### src/rtl/weight_update_sequencer_pkg.sv
// Shared types and helpers for the gradient-descent weight update sequencer.
// Default geometry, idx width helper and the saturating shift-subtract.
package weight_update_sequencer_pkg;

    localparam int SIZE      = 3;
    localparam int DATA_SIZE = 16;
    localparam int SHIFT_W   = 4;

    function automatic int idx_width(input int n);
        return (n > 1) ? $clog2(n) : 1;
    endfunction

    localparam int IDX_W = idx_width(SIZE);

    typedef enum logic [1:0] {
        IDLE,
        CAPTURE,
        UPDATE,
        DONE
    } state_e;

    function automatic logic [DATA_SIZE-1:0] sat_sub(
        input logic [DATA_SIZE-1:0] w,
        input logic [DATA_SIZE-1:0] d,
        input logic [SHIFT_W-1:0]   lr
    );
        logic signed [DATA_SIZE-1:0] sh;
        logic        [DATA_SIZE:0]   dif;
        logic        [DATA_SIZE-1:0] r;
        sh  = $signed(d) >>> lr;
        dif = {w[DATA_SIZE-1], w} - {sh[DATA_SIZE-1], sh};
        r   = dif[DATA_SIZE-1:0];
        if (dif[DATA_SIZE] != dif[DATA_SIZE-1]) begin
            r = dif[DATA_SIZE] ? {1'b1, {(DATA_SIZE-1){1'b0}}}
                               : {1'b0, {(DATA_SIZE-1){1'b1}}};
        end
        return r;
    endfunction

endpackage

### src/rtl/weight_update_sequencer_sat_sub_unit.sv
// Combinational y = sat(a - (b >>> shift)), subtraction one bit wider
// than the operands so overflow shows as a mismatch of the top two bits.
module sat_sub_unit #(
    parameter int data_size = 16,
    parameter int shift_w   = 4
) (
    input  logic [data_size-1:0] a,
    input  logic [data_size-1:0] b,
    input  logic [shift_w-1:0]   shift,
    output logic [data_size-1:0] y
);

    logic signed [data_size-1:0] sh;
    logic        [data_size:0]   dif;

    assign sh  = $signed(b) >>> shift;
    assign dif = {a[data_size-1], a} - {sh[data_size-1], sh};

    always_comb begin
        y = dif[data_size-1:0];
        if (dif[data_size] != dif[data_size-1]) begin
            y = dif[data_size] ? {1'b1, {(data_size-1){1'b0}}}
                               : {1'b0, {(data_size-1){1'b1}}};
        end
    end

endmodule

### src/rtl/weight_update_sequencer.sv
// Sequences one weight update pass: capture diff, walk elements one per
// cycle through a single saturating shift-subtract unit, pulse done.
module weight_update_sequencer
    import weight_update_sequencer_pkg::*;
#(
    parameter int size      = SIZE,
    parameter int data_size = DATA_SIZE,
    parameter int shift_w   = SHIFT_W,
    localparam int idx_w    = idx_width(size)
) (
    input  logic                      clk,
    input  logic                      rst,
    input  logic                      load_en,
    input  logic [size*data_size-1:0] weight_in,
    input  logic [size*data_size-1:0] diff_in,
    input  logic [shift_w-1:0]        lr_shift,
    input  logic                      start,
    output logic                      busy,
    output logic                      done,
    output logic [size*data_size-1:0] weight_out,
    output logic [idx_w-1:0]          idx
);

    state_e                state_q, state_d;
    logic [data_size-1:0]  w_q    [size];
    logic [data_size-1:0]  w_d    [size];
    logic [data_size-1:0]  dbuf_q [size];
    logic [shift_w-1:0]    lr_q;
    logic [idx_w-1:0]      idx_q, idx_d;
    logic                  busy_q, busy_d;
    logic                  done_q, done_d;
    logic                  load, accept, last;
    logic [data_size-1:0]  upd;

    // load has priority over start when both arrive in IDLE
    assign load   = (state_q == IDLE) && load_en;
    assign accept = (state_q == IDLE) && start && !load_en;
    assign last   = (idx_q == idx_w'(size - 1));

    sat_sub_unit #(
        .data_size(data_size),
        .shift_w  (shift_w)
    ) u_sat (
        .a    (w_q[idx_q]),
        .b    (dbuf_q[idx_q]),
        .shift(lr_q),
        .y    (upd)
    );

    always_ff @(posedge clk or posedge rst) begin
        if (rst) begin
            state_q <= IDLE;
            idx_q   <= '0;
            busy_q  <= 1'b0;
            done_q  <= 1'b0;
        end else begin
            state_q <= state_d;
            idx_q   <= idx_d;
            busy_q  <= busy_d;
            done_q  <= done_d;
        end
    end

    always_comb begin
        state_d = state_q;
        unique case (state_q)
            IDLE:    if (accept) state_d = CAPTURE;
            CAPTURE: state_d = UPDATE;
            UPDATE:  if (last) state_d = DONE;
            DONE:    state_d = IDLE;
            default: state_d = IDLE;
        endcase
    end

    always_comb begin
        busy_d = (state_d != IDLE);
        done_d = (state_d == DONE);
        idx_d  = idx_q;
        unique case (state_q)
            CAPTURE: idx_d = '0;
            UPDATE:  if (!last) idx_d = idx_q + 1'b1;
            DONE:    idx_d = '0;
            default: idx_d = idx_q;
        endcase
    end

    always_comb begin
        for (int i = 0; i < size; i++) begin
            w_d[i] = w_q[i];
        end
        if (load) begin
            for (int i = 0; i < size; i++) begin
                w_d[i] = weight_in[i*data_size +: data_size];
            end
        end else if (state_q == UPDATE) begin
            w_d[idx_q] = upd;
        end
    end

    always_ff @(posedge clk or posedge rst) begin
        if (rst) begin
            for (int i = 0; i < size; i++) begin
                w_q[i]    <= '0;
                dbuf_q[i] <= '0;
            end
            lr_q <= '0;
        end else begin
            for (int i = 0; i < size; i++) begin
                w_q[i] <= w_d[i];
            end
            if (state_q == CAPTURE) begin
                for (int i = 0; i < size; i++) begin
                    dbuf_q[i] <= diff_in[i*data_size +: data_size];
                end
            end
            if (accept) begin
                lr_q <= lr_shift;
            end
        end
    end

    for (genvar g = 0; g < size; g++) begin : g_out
        assign weight_out[g*data_size +: data_size] = w_q[g];
    end

    assign busy = busy_q;
    assign done = done_q;
    assign idx  = idx_q;

endmodule

### config.mk
export PLATFORM = sky130hd
export DESIGN_NAME = weight_update_sequencer
export DESIGN_NICKNAME = d
export VERILOG_FILES = /design/src/rtl/weight_update_sequencer_pkg.sv /design/src/rtl/weight_update_sequencer_sat_sub_unit.sv /design/src/rtl/weight_update_sequencer.sv
export SDC_FILE = /design/constraint.sdc
export NUM_CORES = 1
export LEC_CHECK = 0
export BUFFER_PORTS_ARGS = -buffer_cell sky130_fd_sc_hd__buf_2
export CAP_MARGIN = 5
export CORE_MARGIN = 2
export CORE_UTILIZATION = 53
export CTS_CLUSTER_DIAMETER = 120
export DETAILED_ROUTE_END_ITERATION = 7
export PLACE_DENSITY_LB_ADDON = 0.15
export SYNTH_ARGS = -nofsm -noshare
export SYNTH_HDL_FRONTEND = slang
export SYNTH_HIERARCHICAL = 1
export SYNTH_SLANG_ARGS = --single-unit
### constraint.sdc
create_clock -name clk -period 5.55 [get_ports clk]
set_clock_uncertainty 0.1 [all_clocks]
set_input_delay 0.555 -clock clk [delete_from_list [all_inputs] [get_ports clk]]
set_output_delay 0.555 -clock clk [all_outputs]
set_load 0.02 [all_outputs]
==> impl_metrics.ini <==
[run_status]
outcome = finished clean

[sta]
max_slew_margin = 0.431
finalCritPeriodShare = 0.903
tns_ps = 0
slew_violations = 0
hold_viol = 0
max_freq_mhz = 199
period_minus_slack_ps = 5010
rsz0062_at_grt = no
max_slew.worst_pin.slew_ps = 853
setup_viol = 0

[global_routing]
track_usage = 0.239
grt_pass1_wl_um = 27500
first_global_vias = 5578
grt_max_degree = 97
antenna_found_initial = 0
grt_overflow = 0

[cells_and_area]
nets = 942
area_growth_pct = 14.3
drive_gt1_frac = 0.328
n_antenna_cell = 0

[synth]
synth_seq_area_share = 0.381
yosys_warnings = 6
syn_nets = 813
avgSynthCellArea_sq_um = 10.2
synth_cell_types = 59
synth-edff-count = 0
syn-cell-area_sq_um = 6960
netlist_instances = 684
ys_ff_latch = 106
synthFlopType = dfrtp_1
async_flop_share = 1.00

[drt]
post_drt_wl_per_cell_um = 16.7
dr.pass1.iters = 4
ant_nets = 0
viasPerCell = 5.57
drt-initial-drc-count = 309
drt_wl_total_um = 16600
dr_total_vias = 5515
drc_errors = 0

[critical_path]
rr_startpoint = idx[0]
regToRegEndpoint = weight_out[18]
end_kind = register
cp_max_fo = 21
crit_type = register to register
crit_start = idx[0]
ff2ff_setup_slack_ps = 540
crit_arrival_ps = 5110
crit_required_ps = 5650
r2r_cells = 17
startpoint_type = register

[place]
io_buffer_count = 155
gp_congestion = 0.861
dp_hpwl_um = 12200

[floorplan]
die_area_sq_um = 14100
start_util = 0.547
placementRows = 41
core_area_sq_um = 12700
die-width_um = 119
pin_count = 156
die-height_um = 119

[job]
maxCapViolations = 0

[clocking]
cts_buffers = 9
cts_resized = 0
clkSlewWorstSetupHoldPaths_ps = 70
cts_root_buf = clkbuf_16
clock_latency_ps = 350
hold_buffers = 0
clock_path_buffers = 2
cts.sinks = 106
post-cts-setup-buffer-count = 0
tritoncts = done
h-tree-depth = 3

[worst_hold_path]
min_path_type = input port to async pin
==> worst max-delay path: stages, from the launching register on <==
cell	delay [ps]
dfrtp_2	600
nor2b_2	480
buf_4	370
nand2_1	80
o21ai_0	140
mux2i_1	150
nand2_1	100
o21ai_0	120
mux4_2	510
ha_1	380
and2_1	200
o211ai_1	150
a21oi_1	380
or4_4	210
nand3_4	190
maj3_1	440
mux2i_1	170
o21ai_1	70
==> cells in the mapped netlist, drive strengths merged (4+ instances only) <==
master  number  area (sq um)
nand2      108           454
maj3        15           165
nor2        19          71.3
ha          24           300
mux2i       97           971
clkbuf      14          52.6
nor2b        4          25.0
mux2        60           709
dfrtp      106          2650
nand3        4          32.5
xnor2        9          78.8
and2         4          25.0
buf         30           302
o21ai      107           539
a21o         4          30.0
a21oi       18          93.8
inv         14          52.6
o21a         5          37.5
==> cell type report <==
| type | instances | area [sq um] |
|---|---|---|
| clock buffers | 12 | 246 |
| clock inverters | 4 | 51.3 |
| fillers | 1123 | 4760 |
| inverters | 15 | 58.8 |
| multi-input cells | 519 | 3910 |
| flip-flops and latches | 106 | 2650 |
| well taps | 172 | 215 |
| repair buffers | 162 | 828 |
==> logic make-up after synthesis <==
kind of cell | synth area share
multiplexers | 0.248
AND/OR/NAND/NOR | 0.104
AO/OA/AOI/OAI | 0.123
flip-flops | 0.381
buffers and inverters | 0.0589
adder cells (fa/ha/maj) | 0.0697
XOR/XNOR | 0.0151
==> placed cells by master, fill, tap and decap left out, drive strengths merged, types with 4 or more instances in the layout <==
cell,instances
maj3,15
buf,162
o21ai,107
inv,14
nor2b,4
nor2,19
clkbuf,12
ha,24
a21o,4
mux2i,97
a21oi,18
and2,4
nand2,108
mux2,60
nand3,4
dfrtp,106
o21a,5
xnor2,9
==> worst max path at each step <==
| stage | to | slack [ps] | depth (start not counted) |
|---|---|---|---|
| after floorplan | weight_out[41] | 1310 | 21 |
| after global placement | weight_out[12] | 720 | 17 |
| after detailed placement | weight_out[3] | 590 | 17 |
| after CTS | weight_out[20] | 530 | 17 |
| after global routing | weight_out[10] | 160 | 20 |
| final | weight_out[18] | 540 | 17 |
==> sequential cells by signal, indices dropped and copies added, names as in the netlist <==
signal and count:
busy 1, dbuf_q 48, done 1, idx 2, lr_q 4, state_q 2
weight_out 48
==> per-layer routing <==
| metal | vias up | global-route usage | part of all wire |
|---|---|---|---|
| li1 | 2686 | - | - |
| met1 | 2699 | 0.321 | 0.46 |
| met2 | 111 | 0.398 | 0.49 |
| met3 | 19 | 0.0405 | 0.033 |
| met4 | 0 | 0.0677 | 0.016 |
| met5 | - | 0 | 0 |
==> stage by stage <==
step / util / hold slack (ps) / instances / setup slack [ps] / area [sq um]
after floorplan: - / 374 / 684 / 1310 / 6960
after detailed placement: 0.602 / 395 / 974 / 592 / 7660
final: 0.626 / 181 / 990 / 537 / 7960
after CTS: 0.626 / 194 / 990 / 535 / 7960
after global routing: 0.626 / 234 / 990 / 160 / 7960
after global placement: 0.602 / 389 / 974 / 725 / 7660
Power is not shown: default switching activity piles up to over one toggle a cycle in this logic, so the estimate is an artifact.
